<file path="config.mk">
export PLATFORM = sky130hd
export DESIGN_NAME = pattern_writer_flat
export DESIGN_NICKNAME = d
export VERILOG_FILES = /design/src/rtl/pattern_writer_pkg.sv /design/src/rtl/pattern_writer_if.sv /design/src/rtl/pattern_writer_byte_sum_acc.sv /design/src/rtl/pattern_writer.sv /design/src/flat_wrapper.sv
export SDC_FILE = /design/constraint.sdc
export NUM_CORES = 1
export LEC_CHECK = 0
export ABC_AREA = 1
export BUFFER_PORTS_ARGS = -buffer_cell sky130_fd_sc_hd__buf_2
export CORE_MARGIN = 2
export CORE_UTILIZATION = 54
export CTS_BUF_LIST = sky130_fd_sc_hd__clkbuf_2 sky130_fd_sc_hd__clkbuf_4 sky130_fd_sc_hd__clkbuf_8
export DETAILED_ROUTE_END_ITERATION = 8
export GPL_ROUTABILITY_DRIVEN = 0
export PLACE_DENSITY = 0.77
export SYNTH_ARGS = -nofsm -noshare
export SYNTH_HDL_FRONTEND = slang
export SYNTH_SLANG_ARGS = --single-unit
</file>
<file path="constraint.sdc">
create_clock -name clk -period 1.8 [get_ports clk]
set_clock_uncertainty 0.05 [all_clocks]
set_input_delay 0.36 -clock clk [delete_from_list [all_inputs] [get_ports clk]]
set_output_delay 0.36 -clock clk [all_outputs]
set_load 0.02 [all_outputs]
</file>
<file path="src/rtl/pattern_writer_pkg.sv">
// Shared types and default sizes for the pattern memory loader.
package pattern_pkg;

    localparam int unsigned PAT_DEPTH = 16;
    localparam int unsigned PAT_AW    = 4;
    localparam int unsigned PAT_DW    = 8;

    typedef enum logic [1:0] {
        ST_IDLE   = 2'd0,
        ST_WRITE  = 2'd1,
        ST_VERIFY = 2'd2,
        ST_DONE   = 2'd3
    } pw_state_t;

endpackage

</file>
<file path="src/rtl/pattern_writer_if.sv">
// Byte-stream input handshake plus the pattern memory port.
// master: the loader side; slave: the byte source and memory side.
interface pattern_writer_if
    import pattern_pkg::*;
#(
    parameter int unsigned AW = PAT_AW,
    parameter int unsigned DW = PAT_DW
) ();

    logic [DW-1:0] in_data;
    logic          in_valid;
    logic          in_ready;
    logic [AW-1:0] RAM_addr;
    logic [DW-1:0] RAM_wdata;
    logic [DW-1:0] RAM_rdata;
    logic          RAM_we;
    logic          RAM_re;
    logic          RAM_ce;

    modport master (
        input  in_data, in_valid, RAM_rdata,
        output in_ready, RAM_addr, RAM_wdata, RAM_we, RAM_re, RAM_ce
    );

    modport slave (
        output in_data, in_valid, RAM_rdata,
        input  in_ready, RAM_addr, RAM_wdata, RAM_we, RAM_re, RAM_ce
    );

endinterface

</file>
<file path="src/rtl/pattern_writer_byte_sum_acc.sv">
// Modulo-2^DW running sum with synchronous clear (priority) and enable.
module byte_sum_acc
    import pattern_pkg::*;
#(
    parameter int unsigned DW = PAT_DW
) (
    input  logic          clk,
    input  logic          reset,
    input  logic          i_clr,
    input  logic          i_en,
    input  logic [DW-1:0] i_data,
    output logic [DW-1:0] o_sum
);

    logic [DW-1:0] r_sum;

    // Accumulate with natural wrap; clear wins over enable.
    always_ff @(posedge clk) begin
        if (reset || i_clr) begin
            r_sum <= '0;
        end else if (i_en) begin
            r_sum <= r_sum + i_data;
        end
    end

    assign o_sum = r_sum;

endmodule

</file>
<file path="src/rtl/pattern_writer.sv">
// Loads DEPTH bytes from a valid/ready stream into the pattern memory and,
// optionally, reads them back to compare checksums.
module pattern_writer
    import pattern_pkg::*;
#(
    parameter int unsigned DEPTH  = PAT_DEPTH,
    parameter int unsigned AW     = PAT_AW,
    parameter int unsigned DW     = PAT_DW,
    parameter bit          VERIFY = 1'b1
) (
    input  logic             clk,
    input  logic             reset,
    input  logic             start,
    pattern_writer_if.master bus,
    output logic             busy,
    output logic             done,
    output logic             pass
);

    localparam int unsigned   CW        = AW + 1;
    localparam logic [CW-1:0] CNT_DEPTH = CW'(DEPTH);

    pw_state_t     r_state, w_state_nx;
    logic [CW-1:0] r_wcnt, w_wcnt_nx;
    logic [CW-1:0] r_rcnt, w_rcnt_nx;
    logic [AW-1:0] r_ptr, w_ptr_nx;
    logic [AW-1:0] r_addr, w_addr_nx;
    logic [DW-1:0] r_wdata, w_wdata_nx;
    logic          r_we, w_we_nx;
    logic          r_re, w_re_nx;
    logic          r_ce, w_ce_nx;
    logic          r_in_ready, w_ready_nx;
    logic          r_busy, w_busy_nx;
    logic          r_done, w_done_nx;
    logic          r_pass, w_pass_nx;
    logic          r_rvalid;

    logic          w_hs;
    logic          w_load_start;
    logic [DW-1:0] w_wsum;
    logic [DW-1:0] w_rsum;
    logic [DW-1:0] w_rsum_last;

    assign w_hs         = bus.in_valid && r_in_ready;
    assign w_load_start = (r_state == ST_IDLE) && start;
    // The final read is still in flight when DONE is decided, so fold it in here.
    assign w_rsum_last  = w_rsum + bus.RAM_rdata;

    byte_sum_acc #(.DW(DW)) u_wsum (
        .clk    (clk),
        .reset  (reset),
        .i_clr  (w_load_start),
        .i_en   (w_hs),
        .i_data (bus.in_data),
        .o_sum  (w_wsum)
    );

    byte_sum_acc #(.DW(DW)) u_rsum (
        .clk    (clk),
        .reset  (reset),
        .i_clr  (w_load_start),
        .i_en   (r_rvalid),
        .i_data (bus.RAM_rdata),
        .o_sum  (w_rsum)
    );

    // Next-state and next-output logic; every output is registered from these.
    always_comb begin
        w_state_nx = r_state;
        w_wcnt_nx  = r_wcnt;
        w_rcnt_nx  = r_rcnt;
        w_ptr_nx   = r_ptr;
        w_addr_nx  = r_addr;
        w_wdata_nx = r_wdata;
        w_we_nx    = 1'b0;
        w_re_nx    = 1'b0;
        w_pass_nx  = r_pass;
        case (r_state)
            ST_IDLE: begin
                if (start) begin
                    w_state_nx = ST_WRITE;
                    w_wcnt_nx  = '0;
                    w_rcnt_nx  = '0;
                    w_ptr_nx   = '0;
                    w_pass_nx  = 1'b0;
                end
            end
            ST_WRITE: begin
                if (w_hs) begin
                    w_addr_nx  = r_ptr;
                    w_wdata_nx = bus.in_data;
                    w_we_nx    = 1'b1;
                    w_ptr_nx   = r_ptr + 1'b1;
                    w_wcnt_nx  = r_wcnt + 1'b1;
                end else if (r_wcnt == CNT_DEPTH) begin
                    // WRITE lingers one cycle after the last handshake so the
                    // final write completes before the phase changes.
                    if (VERIFY) begin
                        w_state_nx = ST_VERIFY;
                        w_re_nx    = 1'b1;
                        w_addr_nx  = '0;
                        w_ptr_nx   = AW'(1);
                        w_rcnt_nx  = CW'(1);
                    end else begin
                        w_state_nx = ST_DONE;
                        w_pass_nx  = 1'b1;
                    end
                end
            end
            ST_VERIFY: begin
                if (r_rcnt != CNT_DEPTH) begin
                    w_re_nx   = 1'b1;
                    w_addr_nx = r_ptr;
                    w_ptr_nx  = r_ptr + 1'b1;
                    w_rcnt_nx = r_rcnt + 1'b1;
                end else if (r_rvalid && !r_re) begin
                    w_state_nx = ST_DONE;
                    w_pass_nx  = (w_wsum == w_rsum_last);
                end
            end
            ST_DONE: begin
                w_state_nx = ST_IDLE;
            end
            default: begin
                w_state_nx = ST_IDLE;
            end
        endcase
        w_ready_nx = (w_state_nx == ST_WRITE) && (w_wcnt_nx != CNT_DEPTH);
        w_busy_nx  = (w_state_nx != ST_IDLE);
        w_done_nx  = (w_state_nx == ST_DONE);
        w_ce_nx    = w_we_nx | w_re_nx;
    end

    // State and output registers.
    always_ff @(posedge clk) begin
        if (reset) begin
            r_state    <= ST_IDLE;
            r_wcnt     <= '0;
            r_rcnt     <= '0;
            r_ptr      <= '0;
            r_addr     <= '0;
            r_wdata    <= '0;
            r_we       <= 1'b0;
            r_re       <= 1'b0;
            r_ce       <= 1'b0;
            r_in_ready <= 1'b0;
            r_busy     <= 1'b0;
            r_done     <= 1'b0;
            r_pass     <= 1'b0;
            r_rvalid   <= 1'b0;
        end else begin
            r_state    <= w_state_nx;
            r_wcnt     <= w_wcnt_nx;
            r_rcnt     <= w_rcnt_nx;
            r_ptr      <= w_ptr_nx;
            r_addr     <= w_addr_nx;
            r_wdata    <= w_wdata_nx;
            r_we       <= w_we_nx;
            r_re       <= w_re_nx;
            r_ce       <= w_ce_nx;
            r_in_ready <= w_ready_nx;
            r_busy     <= w_busy_nx;
            r_done     <= w_done_nx;
            r_pass     <= w_pass_nx;
            r_rvalid   <= r_re;
        end
    end

    assign bus.in_ready  = r_in_ready;
    assign bus.RAM_addr  = r_addr;
    assign bus.RAM_wdata = r_wdata;
    assign bus.RAM_we    = r_we;
    assign bus.RAM_re    = r_re;
    assign bus.RAM_ce    = r_ce;
    assign busy          = r_busy;
    assign done          = r_done;
    assign pass          = r_pass;

endmodule

</file>
<file path="src/flat_wrapper.sv">
// flat-port wrapper written by rule: the top's interface ports become plain ports
module pattern_writer_flat import pattern_pkg::*;
#(
    parameter int unsigned DEPTH  = PAT_DEPTH,
    parameter int unsigned AW     = PAT_AW,
    parameter int unsigned DW     = PAT_DW,
    parameter bit          VERIFY = 1'b1
)
  (clk, reset, start, busy, done, pass, bus_in_data, bus_in_valid, bus_RAM_rdata, bus_in_ready, bus_RAM_addr, bus_RAM_wdata, bus_RAM_we, bus_RAM_re, bus_RAM_ce);
  pattern_writer_if #(.AW(AW), .DW(DW)) bus_i ();
  input  logic clk;
  input  logic reset;
  input  logic start;
  output logic busy;
  output logic done;
  output logic pass;
  input wire logic [$bits(bus_i.in_data)-1:0] bus_in_data;
  input wire logic [$bits(bus_i.in_valid)-1:0] bus_in_valid;
  input wire logic [$bits(bus_i.RAM_rdata)-1:0] bus_RAM_rdata;
  output wire logic [$bits(bus_i.in_ready)-1:0] bus_in_ready;
  output wire logic [$bits(bus_i.RAM_addr)-1:0] bus_RAM_addr;
  output wire logic [$bits(bus_i.RAM_wdata)-1:0] bus_RAM_wdata;
  output wire logic [$bits(bus_i.RAM_we)-1:0] bus_RAM_we;
  output wire logic [$bits(bus_i.RAM_re)-1:0] bus_RAM_re;
  output wire logic [$bits(bus_i.RAM_ce)-1:0] bus_RAM_ce;
  assign bus_i.in_data = bus_in_data;
  assign bus_i.in_valid = bus_in_valid;
  assign bus_i.RAM_rdata = bus_RAM_rdata;
  assign bus_in_ready = bus_i.in_ready;
  assign bus_RAM_addr = bus_i.RAM_addr;
  assign bus_RAM_wdata = bus_i.RAM_wdata;
  assign bus_RAM_we = bus_i.RAM_we;
  assign bus_RAM_re = bus_i.RAM_re;
  assign bus_RAM_ce = bus_i.RAM_ce;
  pattern_writer #(.DEPTH(DEPTH), .AW(AW), .DW(DW), .VERIFY(VERIFY)) u_core (.clk(clk), .reset(reset), .start(start), .bus(bus_i), .busy(busy), .done(done), .pass(pass));
endmodule
</file>
==> metrics, run 1 <==
Ant. Diodes=0; switching part of the total power=27.5%; H-tree Lvls=2; failing checks=setup timing; Yosys Warn Count=0; FF+latch count, synth=52; overflow left after global routing=0; CP Data Required Time=2.00 ns; Total Wirelength=7720 µm; PwrDens=618 nW/µm²; layout cells sized above 1=30.6%; status=finished, violations left; Avg Vias per Cell=5.18; Commonest cells post-synth=86 x nand2_1, 60 x inv_1, 52 x dfxtp_1; max_slew headroom=71.6%; switching power=678 µW; fin area=3990 µm²; Area Overhead vs Synth=27.3%; Clk Tree Root Cell=clkbuf_8; Max Cap Viol=0; Clock Latency Late Sink=0.31 ns; pre-CTS worst setup slack=-0.287 ns; Largest stage delay, worst path=0.56 ns; hpwl dp=5830 µm; Clock Tree Buf Depth=2; hold_ws=0.255 ns; Core ar.=5570 µm²; clock-pin slew on the worst setup and hold paths=0.10 ns; placed inst area=3680 µm²; final hold violations=0; number of buffers inserted by hold repair at cts=0; Post-route DRC=0; final period utilization=106%; clock sink total=52; Leak=0.00194 µW; Final min period=1.91 ns; leading area contributor after synthesis=dfxtp_1; Gate power share=19.0%; Peak VDD IR=429 µV; Hold Crit Class=input port to flip-flop; cell row count=27; Synth Area per Inst=7.03 µm²; CTS buffer count=5; ANT nets after route=0; endpoints failing setup=1; Async SR Flop Fraction=0%; CP most frequent cell=nand2_1; Top Ports=39; Fill cells=456; die width=80.2 µm; final worst slack=-0.109 ns; gr usage total=24.5%; post-synthesis sequential area ratio=33.2%; Final Max Slew Viols=0; vias in the first global route=2882; cell count after placement=589; CTS tree=built; CP max stage cell=fa_2; actual slew at the worst max-slew pin=0.426 ns; first-pass detailed-route iteration total=4; Primary FF master, synth=dfxtp_1; Cells after Synth=446; Initial Util=56.3%; PortBufs=38; unrepaired setup endpoints after global routing=yes; CP Data Arrival Time=2.11 ns; Post-Syn Area=3140 µm²; first-pass GRT wire length=12500 µm; vias post-DR=3130; largest cells by area after synthesis=dfxtp_1 33%, nand2_1 10%, ha_1 9.2%, inv_1 7.2%, nor2_1 5.9%; CP endpoint kind=flip-flop; Seq pwr share=48.7%; nets=576; internal power=1790 µW; initial antenna violation count=0; Crit Path Max Fanout=3; CP Launch Type=flip-flop; crit-path cells=ha_4, fa_2, nand2_1, nand2_1, nand3_1, nor2_1, nand2_1, nor2_1, nand2_1, nor2_2, nand3_2, a21oi_2; Non-Filler Instances=604; Post-synth EDFFs=0; Vert. Die Dim=80.2 µm; most numerous cell in the Yosys netlist=nand2_1; Synth top area share=33.2%; Iter 0 DRT Violations=166; post-synthesis cell type count=37; DIE AREA=6430 µm²; clock power share=32.2%; Crit Path Class=flip-flop to flip-flop; Fmax=0.524 GHz; syn_nets=491; wire per inst=12.8 µm; largest net degree at the start of global routing=17
==> cell usage in the layout, fill, tap and decap left out, types with 2 or more instances in the layout <==
master    Yosys  layout
o21ai_1       7       8
o21ai_0      26      23
nor2_2        8      10
o21a_1        2       2
o211ai_1      4       4
nand4_1       6       6
buf_2         1      38
dfxtp_1      52      44
nor2_4        1       3
nand3_2       4       4
xor2_1        8       8
a21oi_2       1       5
inv_1        60      54
buf_4         1      46
fa_2          0       2
dfxtp_2       0       7
a21oi_1      34      30
ha_1         23      17
nand2_2       8       9
nand3_1      26      26
clkbuf_8      0       5
ha_4          0       5
nor3_1        5       5
nand3b_1      7       7
nor2_1       49      45
inv_2         9      15
nand2_1      86      85
==> cell type report <==
type / instances / area, µm² / area share (%)
Timing Repair Buffer: 85 / 547 / 13.7
Multi-Input combinational cell: 317 / 1930 / 48.2
Clock buffer: 5 / 68.8 / 1.72
Inverter: 70 / 265 / 6.64
Tap cell: 72 / 90.1 / 2.26
Clock inverter: 3 / 42.5 / 1.07
Sequential cell: 52 / 1050 / 26.4
==> path summary, 6_finish.rpt <==
kind                                           endpoint  cells past startpoint  slack, ns                    from
worst max-delay path                        u_core.pass                     12      -0.11  u_core.u_rsum.o_sum[0]
worst min-delay path            u_core.bus.RAM_wdata[7]                      3       0.26          bus_in_data[7]
worst max register to register              u_core.pass                     12      -0.11  u_core.u_rsum.o_sum[0]
worst min register to register   u_core.bus.RAM_addr[3]                      2       0.41  u_core.bus.RAM_addr[3]
==> power by group through the flow <==
stage                     sequential [µW]  combinational [µW]  clock [µW]
after CTS                            1200                 430         811
after detailed placement             1230                 417           0
after floorplan                      1230                 248           0
after global placement               1220                 406           0
final                                1200                 470         795
after global routing                 1210                 521         867
==> worst max-delay path: cells and delay by family, from the launching register on <==
family,cells,cell delay [ns]
DFF,1,0.34
and+or+nand+nor,9,0.63
adders and majority gates,2,0.72
AOI/OAI and AO/OA,1,0.11
==> flip-flops by register name (all words and copies together), names as in the netlist, 2 cells and up <==
signal and count:
u_core.bus.RAM_wdata 8, u_core.r_wcnt 5, u_core.u_wsum.o_sum 8, u_core.bus.RAM_addr 4, u_core.u_rsum.o_sum 8, u_core.r_rcnt 5, u_core.r_ptr 4, u_core.r_state 2
==> per-stage QoR <==
| stage | utilization (%) | setup TNS, ns | power [µW] |
|---|---|---|---|
| final | 71.6 | -0.109 | 2470 |
| after global routing | 71.6 | -0.358 | 2590 |
| after CTS | 68.8 | -0.107 | 2440 |
| after detailed placement | 66.1 | -0.604 | 1640 |
| after global placement | 66.1 | -0.392 | 1630 |
| after floorplan | - | -0.0793 | 1480 |
==> logic make-up after synthesis <==
kind of cell	after synthesis	synth area share, %
compound gates	79	13.9
xor+xnor	9	2.51
fa+ha+maj	25	10.5
buf+inv	77	9.46
flops	52	33.2
simple gates	204	30.5
==> what timing repair did <==
action / 4_1_cts / 5_1_grt
setup endpoints to repair: 3 / 18
buffers inserted: 0 / 7
pin swaps: 1 / 12
resized for setup: 11 / 35
hold endpoints to repair: 0 / 0
==> routing by layer <==
metal	up-vias	wire, µm	GRT usage, %
met5	-	0	0
met4	0	72	6.44
met3	6	325	3.82
met2	69	3820	41.5
met1	1443	3500	32.3
li1	1612	-	-
No activity file was read; power rests on OpenSTA's default activity.
==> run 2, diff against run 1 <==
==> constraint.sdc (replaced) <==
create_clock -name clk -period 1.8 [get_ports clk]
set_clock_uncertainty 0.05 [all_clocks]
set_input_delay 0.36 -clock clk [delete_from_list [all_inputs] [get_ports clk]]
set_output_delay 0.36 -clock clk [all_outputs]
set_load 0.1 [all_outputs]
==> metrics, run 2 (synthesis gave the netlist of run 1 again) <==
CP Launch Type=flip-flop; layout cells sized above 1=30.1%; power consumption=2600 µW; vias in the first global route=3040; Hold Path Depth=3; WP buf/inv=0; unrepaired setup endpoints after global routing=yes; Max Cap Viol=0; actual slew at the worst max-slew pin=0.493 ns; failing checks=setup timing; hpwl dp=5970 µm; PortBufs=38; Post-route DRC=0; overflow left after global routing=0; Crit Path Max Fanout=3; wire per inst=13.3 µm; ANT nets after route=0; Clock Tree Buf Depth=2; CP Data Arrival Time=2.07 ns; Leak=0.00196 µW; PwrDens=648 nW/µm²; CP max stage cell=fa_2; switching part of the total power=28.4%; gr usage total=25.7%; clock power share=33.5%; Final Max Slew Viols=0; Total Wirelength=8030 µm; crit-path cells=ha_4, fa_2, nand2_1, nand2_1, nand3_1, nor2_1, nand2_1, nor2_1, nand2_1, nor2_2, nand3_2, a21oi_2; most frequent cells in the layout=85 x nand2_1, 55 x inv_1, 49 x nor2_1, 49 x buf_4, 44 x dfxtp_1; CTS buffer count=5; Crit Path Class=flip-flop to flip-flop; number of buffers inserted by hold repair at cts=0; Avg Vias per Cell=5.21; Seq pwr share=46.1%; final worst slack=-0.0735 ns; Top Ports=39; Core ar.=5570 µm²; Clock Latency Late Sink=0.30 ns; Reg2Reg Setup Slack=-0.07 ns; DIE AREA=6430 µm²; Largest stage delay, worst path=0.54 ns; Hold Crit Class=input port to flip-flop; Fill cells=467; final hold violations=0; CP Data Required Time=2.00 ns; Area Overhead vs Synth=28.2%; hold endpoint=u_core.bus.RAM_wdata[7]; cell row count=27; vias post-DR=3155; first-pass GRT wire length=13100 µm; clock-pin slew on the worst setup and hold paths=0.10 ns; pre-CTS worst setup slack=-0.259 ns; crit path launch=u_core.u_rsum.o_sum[0]; placed inst area=3710 µm²; Gate power share=20.4%; CP most frequent cell=nand2_1; H-tree Lvls=2; Vert. Die Dim=80.2 µm; delay-heaviest family, CP=adder cells; reg-to-reg startpoint=u_core.u_rsum.o_sum[0]; Initial Util=56.3%; largest net degree at the start of global routing=16; endpoints failing setup=1; status=finished, violations left; switching power=739 µW; CP endpoint kind=flip-flop; Iter 0 DRT Violations=130; Worst R2R Path Depth=12; CTS tree=built; Fmax=0.534 GHz; most common cell after layout, fill and taps aside=nand2_1; die width=80.2 µm; first-pass detailed-route iteration total=4; final period utilization=104%; clock sink total=52; Final min period=1.87 ns; max_slew headroom=67.4%; nets=578; fin area=4020 µm²; internal power=1870 µW; worst r2r dst=u_core.pass; initial antenna violation count=0; Ant. Diodes=0; Peak VDD IR=429 µV; Clk Tree Root Cell=clkbuf_8; hold wc startpoint=bus_in_data[7]
-- run 2: cell types whose count changed in the layout (fill, tap and decap cells not counted), sizes merged --
cell and change:
buf +2, clkbuf +2, clkinv -1, clkinvlp -1
-- run 2: power groups by stage --
stage | sequential [µW] | combinational (µW) | clock (µW)
final | 1200 | 531 | 872
after global routing | 1210 | 582 | 931
after CTS | 1200 | 489 | 889
after detailed placement | 1230 | 477 | 0
after global placement | 1220 | 461 | 0
after floorplan | 1300 | 249 | 0
-- run 2: cell type report --
cell class | count | area (µm²) | area share [%]
multi-input cells | 317 | 1930 | 47.9
well taps | 72 | 90.1 | 2.24
repair buffers | 87 | 558 | 13.9
flip-flops and latches | 52 | 1050 | 26.2
inverters | 70 | 265 | 6.60
clock inverters | 1 | 30.0 | 0.747
clock buffers | 7 | 96.3 | 2.40
-- run 2: per-layer routing --
layer	routed length (µm)	global-route usage (%)	vias to the layer above
met2	4160	47.0	68
met1	3440	30.4	1455
met5	0	0	-
li1	-	-	1613
met3	264	4.04	19
met4	170	8.64	0
-- run 2: worst max path at each step --
stage,to,slack [ns],cells after the start
global route,u_core.pass,-0.21,12
global placement,u_core.pass,-0.20,14
CTS,u_core.pass,-0.11,13
detailed placement,u_core.pass,-0.26,14
floorplan,u_core.bus.in_ready,-0.07,10
finish,u_core.pass,-0.07,12
-- run 2: tightest hold or removal path, stage by stage --
cell	delay (ns)
buf_2	0.09
nor2_1	0.04
nor2_1	0.09
-- run 2: repair_timing --
action	4_1_cts	5_1_grt
setup endpoints to repair	3	18
gates resized for setup	6	33
cloned	0	0
setup buffers	0	7
pin swaps	1	14
-- run 2: through the flow --
step	instances	util (%)	hold WS, ns	TNS (ns)
2_1_floorplan	446	-	0.403	-0.0780
3_3_place_gp	591	66.6	0.402	-0.326
3_5_place_dp	591	66.6	0.403	-0.550
4_1_cts	599	69.2	0.248	-0.119
5_1_grt	606	72.1	0.264	-1.30
6_report	606	72.1	0.253	-0.0735
==> run 3, diff against run 2 <==
--- a/config.mk
+++ b/config.mk
@@ -13,6 +13,7 @@
 export DETAILED_ROUTE_END_ITERATION = 8
 export GPL_ROUTABILITY_DRIVEN = 0
 export PLACE_DENSITY = 0.77
+export SETUP_SLACK_MARGIN = 0.1
 export SYNTH_ARGS = -nofsm -noshare
 export SYNTH_HDL_FRONTEND = slang
 export SYNTH_SLANG_ARGS = --single-unit
==> metrics, run 3 (synthesis gave the netlist of run 1 again) <==
CTS tree=built; first-pass GRT wire length=13100 µm; max_slew headroom=67.1%; Iter 0 DRT Violations=175; status=finished, violations left; nets=586; clock sink total=52; reg-to-reg startpoint=u_core.u_rsum.o_sum[0]; hold_ws=0.247 ns; Ant. Diodes=0; Initial Util=56.3%; Total Wirelength=9180 µm; wire per inst=14.9 µm; H-tree Lvls=2; CP Launch Type=flip-flop; Clk Tree Root Cell=clkbuf_8; failing checks=setup timing; CTS buffer count=5; first-pass detailed-route iteration total=6; PwrDens=628 nW/µm²; Top Ports=39; Peak VDD IR=449 µV; Final min period=1.89 ns; vias post-DR=3368; die width=80.2 µm; Leak=0.00203 µW; number of buffers inserted by hold repair at cts=0; actual slew at the worst max-slew pin=0.497 ns; vias in the first global route=2938; placed inst area=3690 µm²; layout cells sized above 1=37.5%; Clock Latency Late Sink=0.32 ns; Post-route DRC=0; Crit Path Max Fanout=3; fin area=4280 µm²; Avg Vias per Cell=5.49; Fmax=0.528 GHz; CP Data Required Time=2.01 ns; Area Overhead vs Synth=36.4%; Clock Tree Buf Depth=2; final hold violations=0; CP Data Arrival Time=2.10 ns; PortBufs=38; gr usage total=26.0%; most common cell after layout, fill and taps aside=nand2_1; DIE AREA=6430 µm²; hold wc startpoint=bus_in_data[7]; Max Cap Viol=0; hpwl dp=6020 µm; ANT nets after route=0; cell row count=27; Final Max Slew Viols=0; endpoints failing setup=3; clock-pin slew on the worst setup and hold paths=0.10 ns; Core ar.=5570 µm²; most frequent cells in the layout=79 x nand2_1, 53 x buf_4, 49 x inv_1, 44 x nor2_1, 39 x dfxtp_1; overflow left after global routing=0; largest net degree at the start of global routing=17; final period utilization=105%; initial antenna violation count=0; final worst slack=-0.0943 ns; Vert. Die Dim=80.2 µm; unrepaired setup endpoints after global routing=yes; Hold Crit Class=input port to flip-flop; Crit Path Class=flip-flop to flip-flop; crit path launch=u_core.u_rsum.o_sum[0]; CP endpoint kind=flip-flop
run 3: what timing repair did:
| action | CTS | global route |
|---|---|---|
| hold endpoints to repair | 0 | 0 |
| setup endpoints to repair | 16 | 24 |
| setup buffers | 7 | 13 |
| pin swaps | 9 | 30 |
| gates resized for setup | 25 | 66 |
run 3: worst max-delay path: stages, from the launching register on:
cell     delay [ns]
dfxtp_2        0.34
ha_4           0.16
fa_2           0.54
nand2_1        0.05
nand2_1        0.06
nand3_1        0.07
nor2_1         0.10
nand2_1        0.06
nor2_1         0.09
nand2_1        0.06
nor2_2         0.08
nand3_2        0.07
a21oi_2        0.10
run 3: final timing paths:
kind                              to  slack, ns  depth (start not counted)
min          u_core.bus.RAM_wdata[7]       0.25                          3
max reg2reg              u_core.pass      -0.09                         12
max                      u_core.pass      -0.09                         12
min reg2reg          u_core.r_rvalid       0.42                          2
run 3: area by class of cell:
class,instances,area [µm²]
Fill cell,400,1300
Clock inverter,2,38.8
Clock buffer,6,82.6
Sequential cell,52,1060
Multi-Input combinational cell,317,2090
Tap cell,72,90.1
Timing Repair Buffer,95,633
Inverter,70,277
run 3: power by group:
part,switching (µW),total [µW],internal [µW]
Combinational,380,615,235
Sequential,25.3,1200,1180
Clock,412,867,455
run 3: stage by stage:
step                      instances  setup TNS (ns)  setup slack, ns  util, %  total power [µW]
after floorplan                 446        -0.00459         -0.00459        -              1550
after global placement          586          -0.280           -0.193     66.1              1690
after detailed placement        586          -0.453           -0.222     66.1              1700
after CTS                       601         -0.0898          -0.0898     70.6              2570
after global routing            614          -0.520           -0.236     76.7              2790
final                           614          -0.126          -0.0943     76.7              2690
run 3: metal layers:
| metal | global-route usage [%] | vias to the layer above | routed length (µm) |
|---|---|---|---|
| met5 | 0 | - | 0 |
| li1 | - | 1629 | - |
| met2 | 46.3 | 152 | 4590 |
| met4 | 9.32 | 0 | 321 |
| met3 | 3.71 | 39 | 528 |
| met1 | 31.6 | 1548 | 3730 |
